File: config.mk
export PLATFORM = sky130hd
export DESIGN_NAME = mult_mnbit_seq
export DESIGN_NICKNAME = d
export VERILOG_FILES = /design/src/rtl/mult_mnbit_seq.sv
export SDC_FILE = /design/constraint.sdc
export NUM_CORES = 1
export LEC_CHECK = 0
export CAP_MARGIN = 20
export CORE_MARGIN = 1
export CORE_UTILIZATION = 49
export DETAILED_ROUTE_END_ITERATION = 12
export PLACE_DENSITY = 0.83
export SYNTH_ARGS = -nofsm -noshare
export SYNTH_HDL_FRONTEND = slang
export SYNTH_SLANG_ARGS = --single-unit
File: constraint.sdc
create_clock -name clk -period 5.1 [get_ports clk]
set_clock_uncertainty 0.2 [all_clocks]
set_input_delay 0.51 -clock clk [delete_from_list [all_inputs] [get_ports clk]]
set_output_delay 0.51 -clock clk [all_outputs]
set_load 0.1 [all_outputs]
File: src/rtl/mult_mnbit_seq.sv
// Sequential M x N shift-add multiplier: one partial-product row is retired per clock.
// Define MULT_SIGNED_EN for two's-complement operands and product.
module mult_mnbit_seq #(
  parameter int M = 4,
  parameter int N = 4
) (
  input  logic             clk,
  input  logic             rst_n,
  input  logic             in_valid,
  output logic             in_ready,
  input  logic [M-1:0]     A,
  input  logic [N-1:0]     B,
  output logic             out_valid,
  input  logic             out_ready,
  output logic [M+N-1:0]   product,
  output logic             busy,
  output logic [1:0]       dbg_state
);

  // Handshake: a transfer happens on a rising edge where valid and ready are both high;
  // valid is held with its data until ready is seen, and ready never depends on valid.

  typedef enum logic [1:0] {IDLE = 2'd0, BUSY = 2'd1, DONE = 2'd2} state_t;

  localparam int CW = $clog2(N + 1);

  state_t          state, state_nxt;
  logic [CW-1:0]   count;
  logic [M-1:0]    a_reg;
  logic [M+N-1:0]  acc;
  logic [M:0]      upper_ext, a_ext, sum;
  logic            last;

  assign last = (count == CW'(N - 1));

  always_comb begin
`ifdef MULT_SIGNED_EN
    upper_ext = {acc[M+N-1], acc[M+N-1:N]};
    a_ext     = {a_reg[M-1], a_reg};
    // The multiplier sign bit carries weight -2^(N-1), so its row is subtracted.
    if (!acc[0])
      sum = upper_ext;
    else if (last)
      sum = upper_ext - a_ext;
    else
      sum = upper_ext + a_ext;
`else
    upper_ext = {1'b0, acc[M+N-1:N]};
    a_ext     = {1'b0, a_reg};
    sum       = acc[0] ? (upper_ext + a_ext) : upper_ext;
`endif
  end

  always_comb begin
    state_nxt = state;
    case (state)
      IDLE:    if (in_valid) state_nxt = BUSY;
      BUSY:    if (last)     state_nxt = DONE;
      DONE:    if (out_ready) state_nxt = IDLE;
      default: state_nxt = IDLE;
    endcase
  end

  always_ff @(posedge clk or negedge rst_n) begin
    if (!rst_n) begin
      state <= IDLE;
      count <= '0;
      a_reg <= '0;
      acc   <= '0;
    end else begin
      state <= state_nxt;
      if (state == IDLE && in_valid) begin
        a_reg <= A;
        acc   <= {{M{1'b0}}, B};
        count <= '0;
      end else if (state == BUSY) begin
        // {sum, lower} shifted right by one; sum's top bit (carry or sign) is kept.
        acc   <= {sum, acc[N-1:1]};
        count <= count + CW'(1);
      end
    end
  end

  assign in_ready  = (state == IDLE);
  assign out_valid = (state == DONE);
  assign busy      = (state == BUSY);
  assign product   = acc;
  assign dbg_state = state;

endmodule

==> impl_metrics.json <==
{
  "run_status": "completed",
  "layout-drive-gt1-share_pct": 10.8,
  "tns_ns": 0,
  "path_clk_slew_ns": 0.10,
  "cts_tree": "built",
  "max_freq_mhz": 324,
  "num_io_pins": 25,
  "viasPerCell": 4.98,
  "final_common_cell": "clkdlybuf4s50_1",
  "synth.net_count": 105,
  "largest_reg_flops": 8,
  "numCtsBuffers": 3,
  "core_area_um2": 1730,
  "grt_usage_pct": 20.4,
  "ys_ff_latch": 17,
  "root_buffer": "clkbuf_4",
  "dr.pass1.iters": 3,
  "yosysWarnings": 0,
  "relSlewSlack_pct": 33.7,
  "min_path_type": "register to register",
  "synth_cell_types": 26,
  "layout_common_cells": "clkdlybuf4s50_1 (24), dfrtp_1 (17), nand2_1 (15)",
  "vias": 677,
  "core.rowCount": 15,
  "syn_area_per_cell_um2": 10.4,
  "critPathKind": "register to output pin",
  "final-setup-viol-count": 0,
  "grt_antenna_before_repair": 0,
  "io_buffers": 24,
  "required_ns": 4.39,
  "area_growth_pct": 31.9,
  "grt_pass1_vias": 690,
  "post-route-drc-count": 0,
  "clock_path_buffers": 2,
  "slew_viol_final": 0,
  "fin_crit_ns": 3.08,
  "gp_congestion": 0.775,
  "postCtsSetupBuffers": 0,
  "dieArea_um2": 2000,
  "cp-start-kind": "register",
  "critPathCaptureType": "output pin",
  "htreeDepth": 1,
  "cts.sinks": 17,
  "hpwl_mm": 1.34,
  "final-hold-violation-count": 0,
  "diodes": 0,
  "timing.final.crit_share_pct": 60.5,
  "ant_nets": 0,
  "final_nets": 131,
  "grt_pass1_wl_mm": 2.90,
  "drt-initial-drc-count": 9,
  "arrival_ns": 2.37,
  "routed_wl_mm": 1.75,
  "start_util_pct": 51.7,
  "hold_ws_ns": 0.320,
  "clk-insertion-delay-late_ns": 0.29,
  "grt_setup_unrepaired": "no",
  "cts_hold_buf": 0,
  "worst_pin_slew_ns": 0.991,
  "die_h_um": 44.7,
  "fp.dieW_um": 44.7,
  "max_cap_violations": 0,
  "syn-cell-area_um2": 893,
  "ys_seq_area_share_pct": 47.6,
  "overflow": 0,
  "worstPathMaxFanout": 14,
  "routedWlPerCell_um": 12.9,
  "syn_inst": 86,
  "cts_resized": 0,
  "grt_max_degree": 18
}
final cells by class:
type                       instances  area [µm²]
fill                             137         548
multi-input combinational         60         432
sequential                        17         425
timing repair buffer              24         240
tap                               25        31.3
clock buffer                       3        22.5
inverter                           6        22.5
clock inverter                     1        5.00
worst max-delay path: stages, from the launching register on:
cell	delay [ns]
dfrtp_1	0.46
nand2b_2	0.33
inv_2	0.16
clkdlybuf4s50_1	1.14
kinds of logic (layout without fill, tap and decap cells):
family	Yosys count	count (layout)	synth area share, %
AO/OA/AOI/OAI	18	18	12.7
XOR/XNOR	1	1	0.981
adder cells (fa/ha/maj)	7	7	10.6
buffers and inverters	9	34	4.06
flip-flops	17	17	47.6
multiplexers	7	7	8.40
AND/OR/NAND/NOR	27	27	15.5
cells in the mapped netlist (all sizes together):
library cell	number	area, µm²
a21o	1	7.51
a221o	1	10.0
a22oi	3	22.5
a31oi	1	6.26
and3	1	6.26
buf	2	10.0
clkbuf	1	3.75
dfrtp	17	425
fa	1	20.0
ha	6	75.1
inv	6	22.5
mux2	4	45.0
mux2i	3	30.0
nand2	15	56.3
nand2b	2	15.0
nor2	4	17.5
nor2b	3	18.8
nor3b	1	18.8
o21a	1	7.51
o21ai	7	35.0
o22ai	4	25.0
or3	1	6.26
xnor2	1	8.76
stage by stage:
step           area, µm²  std cells  setup WS (ns)  utilization, %
2_1_floorplan        893         86           1.92               -
3_3_place_gp        1150        132           2.36            66.7
3_5_place_dp        1150        132           2.35            66.7
4_1_cts             1180        136           2.02            68.3
5_1_grt             1180        136           1.92            68.3
6_report            1180        136           2.02            68.3
worst paths after layout:
path	start	endpoint	slack, ns	cells after the start
worst max-delay path	dbg_state[1]	busy	2.02	3
worst min-delay path	product[1]	product[1]	0.32	2
worst max register to register	product[6]	product[6]	3.19	5
worst min register to register	product[1]	product[1]	0.32	2
max in group asynchronous	rst_n	product[4]	3.79	1
min in group asynchronous	rst_n	count[1]	0.45	1
routing by layer:
| metal | wire length, µm | global-route usage (%) | vias up |
|---|---|---|---|
| li1 | - | - | 344 |
| met1 | 779 | 24.7 | 313 |
| met2 | 893 | 36.5 | 14 |
| met3 | 53 | 3.60 | 6 |
| met4 | 23 | 7.27 | 0 |
| met5 | 0 | 0 | - |
Power is not shown: default switching activity piles up to over one toggle a cycle in this logic, so the estimate is an artifact.
